[src/rtl/apb_uart_rxbuf_if.sv]
// APB slave bus plus UART receive character stream for apb_uart_rxbuf.
// master drives APB requests and received characters; slave is the buffer.
interface apb_uart_rxbuf_if #(
    parameter int APB_ADDR_WIDTH = 12,
    parameter int DATA_WIDTH     = 8
);
    logic [APB_ADDR_WIDTH-1:0] PADDR;
    logic [31:0]               PWDATA;
    logic                      PWRITE;
    logic                      PSEL;
    logic                      PENABLE;
    logic [31:0]               PRDATA;
    logic                      PREADY;
    logic                      PSLVERR;

    logic [DATA_WIDTH-1:0]     rx_data_i;
    logic                      rx_perr_i;
    logic                      rx_valid_i;
    logic                      rx_ready_o;

    modport master (
        output PADDR, PWDATA, PWRITE, PSEL, PENABLE,
        input  PRDATA, PREADY, PSLVERR,
        output rx_data_i, rx_perr_i, rx_valid_i,
        input  rx_ready_o
    );

    modport slave (
        input  PADDR, PWDATA, PWRITE, PSEL, PENABLE,
        output PRDATA, PREADY, PSLVERR,
        input  rx_data_i, rx_perr_i, rx_valid_i,
        output rx_ready_o
    );
endinterface

[src/rtl/apb_uart_rxbuf.sv]
// UART receive FIFO with APB register access, sticky error flags and level interrupt.
// Optional receive timeout logic is enabled by defining APB_UART_RXBUF_TIMEOUT_EN.
module apb_uart_rxbuf #(
    parameter int APB_ADDR_WIDTH = 12,
    parameter int DATA_WIDTH     = 8,
    parameter int FIFO_DEPTH     = 16,
    parameter int TIMEOUT_WIDTH  = 16
) (
    input  logic            CLK,
    input  logic            RSTN,
    apb_uart_rxbuf_if.slave bus,
    output logic            event_o
);
    localparam int PW = $clog2(FIFO_DEPTH);
    localparam int CW = PW + 1;

    logic                  access, rd, wr;
    logic [2:0]            sel;
    logic                  data_rd, status_rd, ctrl_wr, timeout_wr, flush;
    logic                  empty, full, pop, push_req, push;
    logic                  oe_set, pe_set, uf_set;

    logic [DATA_WIDTH:0]   mem [FIFO_DEPTH];
    logic [DATA_WIDTH:0]   head;
    logic [PW-1:0]         wr_ptr, rd_ptr;
    logic [CW-1:0]         count, trig;

    logic                  oe_q, pe_q, uf_q;
    logic [1:0]            trig_q;
    logic                  ie_rda_q, ie_to_q, ie_err_q;
    logic [TIMEOUT_WIDTH-1:0] timeout_q;
    logic                  to_q;
    logic [31:0]           prdata;
    logic                  unused_bits;

    assign access     = bus.PSEL & bus.PENABLE;
    assign sel        = bus.PADDR[4:2];
    assign rd         = access & ~bus.PWRITE;
    assign wr         = access & bus.PWRITE;
    assign data_rd    = rd & (sel == 3'd0);
    assign status_rd  = rd & (sel == 3'd1);
    assign ctrl_wr    = wr & (sel == 3'd2);
    assign timeout_wr = wr & (sel == 3'd3);
    assign flush      = ctrl_wr & bus.PWDATA[2];

    assign empty    = (count == '0);
    assign full     = (count == CW'(FIFO_DEPTH));
    assign pop      = data_rd & ~empty;
    assign uf_set   = data_rd & empty;
    // A pop in the same cycle frees the slot, so a push at full is still accepted.
    assign push_req = bus.rx_valid_i & ~flush;
    assign push     = push_req & (~full | pop);
    assign oe_set   = push_req & full & ~pop;
    assign pe_set   = push & bus.rx_perr_i;
    assign head     = mem[rd_ptr];

    always_ff @(posedge CLK or negedge RSTN) begin
        if (!RSTN) begin
            wr_ptr <= '0;
            rd_ptr <= '0;
            count  <= '0;
        end else if (flush) begin
            wr_ptr <= '0;
            rd_ptr <= '0;
            count  <= '0;
        end else begin
            if (push) wr_ptr <= wr_ptr + 1'b1;
            if (pop)  rd_ptr <= rd_ptr + 1'b1;
            if (push && !pop)      count <= count + 1'b1;
            else if (pop && !push) count <= count - 1'b1;
        end
    end

    always_ff @(posedge CLK) begin
        if (push) mem[wr_ptr] <= {bus.rx_perr_i, bus.rx_data_i};
    end

    always_ff @(posedge CLK or negedge RSTN) begin
        if (!RSTN) begin
            oe_q     <= 1'b0;
            pe_q     <= 1'b0;
            uf_q     <= 1'b0;
            trig_q   <= 2'd0;
            ie_rda_q <= 1'b0;
            ie_to_q  <= 1'b0;
            ie_err_q <= 1'b0;
        end else begin
            oe_q <= oe_set | (oe_q & ~status_rd);
            pe_q <= pe_set | (pe_q & ~status_rd);
            uf_q <= uf_set | (uf_q & ~status_rd);
            if (ctrl_wr) begin
                trig_q   <= bus.PWDATA[1:0];
                ie_rda_q <= bus.PWDATA[4];
                ie_to_q  <= bus.PWDATA[5];
                ie_err_q <= bus.PWDATA[6];
            end
        end
    end

`ifdef APB_UART_RXBUF_TIMEOUT_EN
    logic [TIMEOUT_WIDTH-1:0] to_cnt, to_cnt_nxt;

    assign to_cnt_nxt = to_cnt + 1'b1;

    // Counter stops once TO is raised; any FIFO activity restarts the idle window.
    always_ff @(posedge CLK or negedge RSTN) begin
        if (!RSTN) begin
            timeout_q <= '0;
            to_cnt    <= '0;
            to_q      <= 1'b0;
        end else begin
            if (timeout_wr) timeout_q <= bus.PWDATA[TIMEOUT_WIDTH-1:0];
            if (flush || push || pop) begin
                to_cnt <= '0;
                to_q   <= 1'b0;
            end else if (!empty && (timeout_q != '0) && !to_q) begin
                to_cnt <= to_cnt_nxt;
                if (to_cnt_nxt == timeout_q) to_q <= 1'b1;
            end
        end
    end
`else
    assign timeout_q = '0;
    assign to_q      = 1'b0;
`endif

    always_comb begin
        case (trig_q)
            2'd0:    trig = CW'(1);
            2'd1:    trig = CW'(FIFO_DEPTH / 4);
            2'd2:    trig = CW'(FIFO_DEPTH / 2);
            default: trig = CW'(FIFO_DEPTH - 2);
        endcase
    end

    always_ff @(posedge CLK or negedge RSTN) begin
        if (!RSTN) event_o <= 1'b0;
        else       event_o <= (ie_rda_q & (count >= trig)) | (ie_to_q & to_q) |
                              (ie_err_q & (oe_q | pe_q));
    end

    always_comb begin
        prdata = '0;
        if (rd) begin
            case (sel)
                3'd0: begin
                    if (!empty) begin
                        prdata[DATA_WIDTH-1:0] = head[DATA_WIDTH-1:0];
                        prdata[16]             = head[DATA_WIDTH];
                    end
                end
                3'd1:    prdata[5:0] = {uf_q, to_q, pe_q, oe_q, full, ~empty};
                3'd2:    prdata[6:0] = {ie_err_q, ie_to_q, ie_rda_q, 2'b00, trig_q};
                3'd3:    prdata = 32'(timeout_q);
                3'd4:    prdata = 32'(count);
                default: prdata = '0;
            endcase
        end
    end

    assign bus.PRDATA     = prdata;
    assign bus.PREADY     = 1'b1;
    assign bus.PSLVERR    = access & ((sel > 3'd4) |
                            (bus.PWRITE & ((sel == 3'd0) | (sel == 3'd1) | (sel == 3'd4))));
    assign bus.rx_ready_o = 1'b1;

    assign unused_bits = ^{bus.PWDATA, bus.PADDR, timeout_wr};
endmodule

[src/flat_wrapper.sv]
// flat-port wrapper written by rule: the top's interface ports become plain ports
module apb_uart_rxbuf_flat 
#(
    parameter int APB_ADDR_WIDTH = 12,
    parameter int DATA_WIDTH     = 8,
    parameter int FIFO_DEPTH     = 16,
    parameter int TIMEOUT_WIDTH  = 16
)
  (CLK, RSTN, event_o, bus_PADDR, bus_PWDATA, bus_PWRITE, bus_PSEL, bus_PENABLE, bus_PRDATA, bus_PREADY, bus_PSLVERR, bus_rx_data_i, bus_rx_perr_i, bus_rx_valid_i, bus_rx_ready_o);
  apb_uart_rxbuf_if #(.APB_ADDR_WIDTH(APB_ADDR_WIDTH), .DATA_WIDTH(DATA_WIDTH)) bus_i ();
  input  logic CLK;
  input  logic RSTN;
  output logic event_o;
  input wire logic [$bits(bus_i.PADDR)-1:0] bus_PADDR;
  input wire logic [$bits(bus_i.PWDATA)-1:0] bus_PWDATA;
  input wire logic [$bits(bus_i.PWRITE)-1:0] bus_PWRITE;
  input wire logic [$bits(bus_i.PSEL)-1:0] bus_PSEL;
  input wire logic [$bits(bus_i.PENABLE)-1:0] bus_PENABLE;
  output wire logic [$bits(bus_i.PRDATA)-1:0] bus_PRDATA;
  output wire logic [$bits(bus_i.PREADY)-1:0] bus_PREADY;
  output wire logic [$bits(bus_i.PSLVERR)-1:0] bus_PSLVERR;
  input wire logic [$bits(bus_i.rx_data_i)-1:0] bus_rx_data_i;
  input wire logic [$bits(bus_i.rx_perr_i)-1:0] bus_rx_perr_i;
  input wire logic [$bits(bus_i.rx_valid_i)-1:0] bus_rx_valid_i;
  output wire logic [$bits(bus_i.rx_ready_o)-1:0] bus_rx_ready_o;
  assign bus_i.PADDR = bus_PADDR;
  assign bus_i.PWDATA = bus_PWDATA;
  assign bus_i.PWRITE = bus_PWRITE;
  assign bus_i.PSEL = bus_PSEL;
  assign bus_i.PENABLE = bus_PENABLE;
  assign bus_PRDATA = bus_i.PRDATA;
  assign bus_PREADY = bus_i.PREADY;
  assign bus_PSLVERR = bus_i.PSLVERR;
  assign bus_i.rx_data_i = bus_rx_data_i;
  assign bus_i.rx_perr_i = bus_rx_perr_i;
  assign bus_i.rx_valid_i = bus_rx_valid_i;
  assign bus_rx_ready_o = bus_i.rx_ready_o;
  apb_uart_rxbuf #(.APB_ADDR_WIDTH(APB_ADDR_WIDTH), .DATA_WIDTH(DATA_WIDTH), .FIFO_DEPTH(FIFO_DEPTH), .TIMEOUT_WIDTH(TIMEOUT_WIDTH)) u_core (.CLK(CLK), .RSTN(RSTN), .bus(bus_i), .event_o(event_o));
endmodule
[config.mk]
export PLATFORM = sky130hd
export DESIGN_NAME = apb_uart_rxbuf_flat
export DESIGN_NICKNAME = d
export VERILOG_FILES = /design/src/rtl/apb_uart_rxbuf_if.sv /design/src/rtl/apb_uart_rxbuf.sv /design/src/flat_wrapper.sv
export SDC_FILE = /design/constraint.sdc
export NUM_CORES = 1
export LEC_CHECK = 0
export ABC_AREA = 0
export BUFFER_PORTS_ARGS = -buffer_cell sky130_fd_sc_hd__buf_2
export CAP_MARGIN = 25
export CORE_AREA = 5 5 163 165
export CTS_CLUSTER_SIZE = 20
export DETAILED_ROUTE_END_ITERATION = 10
export DIE_AREA = 0 0 168 170
export GPL_ROUTABILITY_DRIVEN = 0
export PLACE_DENSITY_LB_ADDON = 0.15
export SLEW_MARGIN = 5
export SYNTH_ARGS = -nofsm -noshare
export SYNTH_HDL_FRONTEND = slang
export SYNTH_SLANG_ARGS = --single-unit
[constraint.sdc]
create_clock -name CLK -period 7.3 [get_ports CLK]
set_input_delay 0.365 -clock CLK [delete_from_list [all_inputs] [get_ports CLK]]
set_output_delay 0.365 -clock CLK [all_outputs]
set_load 0.1 [all_outputs]
==> results of run 1 <==
## sequential cells by signal, indices dropped and copies added, names as in the netlist
| name | cells |
|---|---|
| u_core.count | 5 |
| u_core.event_o | 1 |
| u_core.ie_err_q | 1 |
| u_core.ie_rda_q | 1 |
| u_core.ie_to_q | 1 |
| u_core.mem | 144 |
| u_core.oe_q | 1 |
| u_core.pe_q | 1 |
| u_core.rd_ptr | 4 |
| u_core.trig_q | 2 |
| u_core.uf_q | 1 |
| u_core.wr_ptr | 4 |
## synthesized netlist by cell type, types with 5 or more instances
library cell    n  area (um^2)
edfxtp_1      144         4320
mux4_2         35          788
buf_4          26          195
nand2_1        23         86.3
dfrtp_1        22          551
nor2_1         19         71.3
a21oi_1        16         80.1
ha_1           14          175
and3_1         13         81.3
o21ai_0        13         65.1
nand3_1        11         55.1
and2_1          9         56.3
clkbuf_1        9         33.8
inv_1           9         33.8
a22oi_1         8         60.1
mux2i_1         8         80.1
nor2b_1         8         50.1
buf_2           5         25.0
## tightest hold or removal path, delay by kind of cell
family / cells / cell delay (ps)
compound gates: 1 / 60
simple gates: 1 / 40
buf+inv: 1 / 80
## final cells by class
class | instances | area share
Multi-Input combinational cell | 255 | 0.263
Timing Repair Buffer | 38 | 0.0244
Inverter | 10 | 0.00453
Sequential cell | 166 | 0.588
Tap cell | 330 | 0.0498
Clock inverter | 13 | 0.0178
Clock buffer | 19 | 0.0522
## stage by stage
step           hold slack [ps]  worst slack (ps)
3_3_place_gp               374              3740
4_1_cts                    135              3770
2_1_floorplan             69.4              3500
5_1_grt                    163              3560
3_5_place_dp               383              3680
6_report                   153              3810
## logic make-up after synthesis
family	count (synthesis)	share of synthesized area
DFF	166	0.667
other	2	0.00103
muxes	45	0.122
adders and majority gates	15	0.0267
AOI/OAI and AO/OA	58	0.0500
buffers and inverters	55	0.0456
and+or+nand+nor	104	0.0776
xor gates and xnor gates	8	0.00959
## worst max path at each step
stage,endpoint,startpoint,depth (start not counted)
2_1_floorplan,bus_PRDATA[0],u_core.rd_ptr[1],6
5_1_grt,u_core.count[4],u_core.count[0],11
6_report,u_core.count[4],u_core.count[0],11
3_5_place_dp,u_core.count[4],bus_PADDR[4],13
3_3_place_gp,u_core.count[4],bus_PADDR[4],13
4_1_cts,u_core.count[4],u_core.count[0],11
## layer usage
metal,part of all wire,vias to the layer above
met5,0,-
met4,0.0061,0
met3,0.070,9
met2,0.49,114
met1,0.43,1995
li1,-,1775
## what timing repair did
item,in CTS,in global routing
setup endpoints to repair,0,0
hold buffers,1,0
hold endpoints to repair,22,0
## where the power goes
part / total, W / leakage [nW] / switching, W / internal [W]
clock: 0.000887 / 0.271 / 0.000377 / 0.000509
sequential: 0.00125 / 1.56 / 0.0000934 / 0.00116
combinational: 0.000748 / 1.03 / 0.000449 / 0.000299
## cells in the final DEF (no fill, tap or decap), types with 4 or more instances in the layout
cell        count
a21oi_1        16
a22oi_1         8
and2_1          9
and3_1         13
and4_1          4
buf_2          34
clkbuf_16      17
clkinvlp_4      4
conb_1         25
dfrtp_1        20
edfxtp_1      144
ha_1           14
inv_1           9
mux2i_1         8
mux4_2         35
nand2_1        23
nand3_1        11
nand3b_1        4
nor2_1         19
nor2b_1         8
o21ai_0        13
xnor2_1         4
xor2_1          4
==> flow_summary.ini, run 1 <==
[global_routing]
top_usage_layer = met2
antenna_found_initial = 0
use_met3 = 0.0283
grt-ovfl-total = 0
first_global_vias = 3999
gr-usage-met2 = 0.211
grt_util_met1 = 0.169
grt_use_total = 0.126
grt_max_degree = 43
grt_pass1_wl_mm = 26.3

[critical_path]
cpMostUsedCell = a21oi_1
worstPathCellList = nor4_4 -> a21oi_2 -> nand2_1 -> ha_1 -> inv_1 -> fa_1 -> a21o_1 -> a21oi_1 -> xnor2_1 -> or3_1 -> a21oi_1
critPathKind = reg -> reg
critPathMaxFanout = 12
r2r_setup_slack_ps = 3810
critPathBufInv = 1
rr_endpoint = u_core.count[4]
rr_worst_depth = 11
cp-end-kind = register
path_delay_family = simple AND/OR/NAND/NOR gates
worstPathArrival_ps = 3830
max_stage_delay_ps = 510
start_kind = register
cp.required_ps = 7640
slowest_stage = dfrtp_1
regToRegStartpoint = u_core.count[0]

[route]
num_vias = 3893
first_pass_iters = 4
drt_iter0_markers = 217
vias_per_cell = 4.68
wl_per_cell_um = 20.9
wl_mm = 17.4
ant_nets = 0
drc = 0

[finish]
final.fill_count = 2426
area_growth_pct = 13.6
multiInputGateArea_mm2 = 0.00218
layout-drive-gt1-share = 0.222
n_antenna_cell = 0
design_area_mm2 = 0.00829
fin_nets = 562
fin_util = 0.333
ff_latch_area_mm2 = 0.00488
stdcell_count = 831

[logic_synthesis]
synth_edf_count = 144
ys_ff_latch = 166
yosysUniqueCellTypes = 49
ys_seq_area_frac = 0.667
syn_area_mm2 = 0.00730
ys.warnings.count = 0
syn_avg_cell_area_um2 = 16.1
synth-async-reset-ratio = 0.133
synth_ff_type = edfxtp_1
syn_inst = 453

[cts]
h-tree-depth = 4
cts_buffers = 17
cts_resized = 0
cts_setup_buffers = 0
tritoncts = yes
clock_latency_ps = 420
clockBufferDepth = 2
cts_sinks = 166
clk_pin_slew_ps = 70
clockRootBuffer = clkbuf_16

[timing]
worst_pin_slew_ps = 823
finalCriticalPeriod_ps = 3490
fmax_ghz = 0.287
period_share = 0.477
fin_skew_ps = 9.90
slew_headroom = 0.451
finalSetupTns_ps = 0
finalMaxSlewViolations = 0
rsz0062_at_grt = false
setup_viol = 0
finalHoldViolations = 0

[placement]
dp_hpwl_mm = 10.8
place_inst = 798
portBuffers = 34
dpl_cell_area_mm2 = 0.00770

[min_path]
hold_depth = 3
min_from = bus_PWDATA[1]
worstHoldEndpoint = u_core.trig_q[1]
hold_path.class = in -> reg

[floorplan]
dieHeight_um = 170
die_area_mm2 = 0.0286
start_util = 0.293
die_w_um = 168
io_pins = 95
num_rows = 58
core_mm2 = 0.0249

[power_and_ir_drop]
powerDensity_mw_per_mm2 = 348
vdd_ir_drop_max_v = 0.000137
power_w = 0.00289
leakage_nw = 2.87

[job]
cap_violations = 0

[outcome]
status = complete, no violations
No activity file was read; power rests on OpenSTA's default activity.
==> run 2, diff against run 1 <==
==> constraint.sdc (replaced) <==
create_clock -name CLK -period 3.1 [get_ports CLK]
set_input_delay 0.155 -clock CLK [delete_from_list [all_inputs] [get_ports CLK]]
set_output_delay 0.155 -clock CLK [all_outputs]
set_load 0.1 [all_outputs]
==> run 2 against run 1 <==
Effect of this change:
- sequential share of layout area down 2.3 points
- final cell count grew 4.6%
- core utilization increased by 1.4 points
- count of clock-buffer cells in the layout fell by 2
- clock power rose by 130%
- critical path depth fell by 5
- sequential power is 130% higher
- worst hold slack worse by 49 ps
- critical path type is now reg -> out
- critical endpoint is now bus_PRDATA[6]
- largest power group unchanged
==> flow_summary.ini, run 2 (synthesis gave the netlist of run 1 again) <==
[outcome]
status = complete, no violations

[floorplan]
num_rows = 58
start_util = 0.293
io_pins = 95
core_mm2 = 0.0249
die_area_mm2 = 0.0286
dieHeight_um = 170
die_w_um = 168

[power_and_ir_drop]
powerDensity_mw_per_mm2 = 802
vdd_ir_drop_max_v = 0.000290
switching_power_w = 0.00224
internal_power_w = 0.00468
switching_share = 0.324
power_frac_comb = 0.286
seq_power_share = 0.419
p_clk_frac = 0.295
power_w = 0.00693
leakage_nw = 3.08

[critical_path]
cp-end-kind = primary output
worstPathArrival_ps = 2750
critPathKind = reg -> out
critPathMaxFanout = 42
cp.required_ps = 2940
start_kind = register

[cts]
clockRootBuffer = clkbuf_16
clk_pin_slew_ps = 70
clockBufferDepth = 2
clock_latency_ps = 420
cts_sinks = 166
cts_buffers = 17
h-tree-depth = 4
tritoncts = yes
cts_resized = 0

[placement]
portBuffers = 34
dp_hpwl_mm = 11.8
place_inst = 830

[global_routing]
grt-ovfl-total = 0
grt_use_total = 0.127
grt_pass1_wl_mm = 26.8
grt_max_degree = 43
first_global_vias = 4185
antenna_found_initial = 0

[timing]
slew_headroom = 0.544
worst_pin_slew_ps = 684
whs_ps = 104
fin_skew_ps = 10.3
finalHoldViolations = 0
finalMaxSlewViolations = 0
period_share = 0.936
finalCriticalPeriod_ps = 2900
setup_viol = 0
fmax_ghz = 0.345

[finish]
final_common_cell = edfxtp_1
top_regs = u_core.mem x144, u_core.count x5
top_register = u_core.mem
area_growth_pct = 18.3
largest_reg_flops = 144
layout-drive-gt1-share = 0.269
final_cell_mix = edfxtp_1 (144), mux4_2 (35), buf_4 (34)
n_antenna_cell = 0
stdcell_count = 869
fin_nets = 601

[job]
cap_violations = 0

[route]
drc = 0
wl_per_cell_um = 20.5
wl_mm = 17.8
num_vias = 4070
first_pass_iters = 5
vias_per_cell = 4.68
drt_iter0_markers = 220
ant_nets = 0

[min_path]
hold_path.class = in -> reg
## run 2: changes by cell type in the layout (fill, tap and decap cells not counted), moves of 2 or more
| cell | before | now |
|---|---|---|
| dlygate4sd3_1 | 1 | 7 |
| buf_12 | 0 | 3 |
| clkbuf_1 | 2 | 0 |
| clkinv_4 | 1 | 4 |
| clkinvlp_4 | 4 | 1 |
| clkinv_8 | 0 | 2 |
| buf_4 | 3 | 34 |
## run 2: layout make-up
cell class | instances | area, um^2
clock buffers | 17 | 425
clock inverters | 14 | 151
fillers | 2386 | 16300
inverters | 10 | 37.5
multi-input cells | 255 | 2180
flip-flops and latches | 166 | 4880
well taps | 330 | 413
repair buffers | 77 | 551
## run 2: power groups by stage
stage | logic, W | registers (W) | clock network (W)
3_5_place_dp | 0.00201 | 0.00295 | 0
2_1_floorplan | 0.00139 | 0.00295 | 0
6_report | 0.00198 | 0.00290 | 0.00204
5_1_grt | 0.00217 | 0.00293 | 0.00219
3_3_place_gp | 0.00199 | 0.00294 | 0
4_1_cts | 0.00202 | 0.00290 | 0.00210
## run 2: metrics by stage
| stage | cell area (um^2) | setup WS, ps | utilization | setup TNS (ps) |
|---|---|---|---|---|
| final | 8640 | 198 | 0.347 | 0 |
| after global routing | 8640 | -1.39 | 0.347 | -1.39 |
| after CTS | 8630 | 174 | 0.347 | 0 |
| after detailed placement | 7980 | 224 | 0.321 | 0 |
| after global placement | 7980 | 226 | 0.321 | 0 |
| after floorplan | 7390 | 87.9 | - | 0 |
## run 2: layer usage
layer  vias to the layer above  track usage  wire length [um]
met5                         -            0                 0
met1                      2097        0.168              8080
li1                       1853            -                 -
met3                        16       0.0311               827
met4                         0       0.0346               288
met2                       104        0.211              8630
## run 2: worst paths after layout
check | start | end | slack, ps | cells after the start
worst min-delay path | bus_rx_data_i[4] | u_core.mem[4][4] | 100 | 1
worst max register to register | u_core.count[2] | u_core.count[4] | 260 | 13
min in group asynchronous | RSTN | u_core.count[2] | 250 | 2
max in group asynchronous | RSTN | u_core.rd_ptr[0] | 2460 | 2
worst max-delay path | u_core.rd_ptr[0] | bus_PRDATA[6] | 200 | 6
worst min register to register | u_core.ie_to_q | u_core.ie_to_q | 530 | 1
## run 2: what timing repair did
| action | 4_1_cts | 5_1_grt |
|---|---|---|
| endpoints found under the setup margin | 0 | 1 |
| setup buffers | 0 | 1 |
| hold buffers | 7 | 0 |
| endpoints found under the hold margin | 28 | 0 |
## run 2: critical path, stage by stage (launching register included)
cell	delay [ps]
dfrtp_2	370
buf_12	260
mux4_2	570
a22oi_1	290
a21oi_1	200
a31o_2	250
buf_2	290
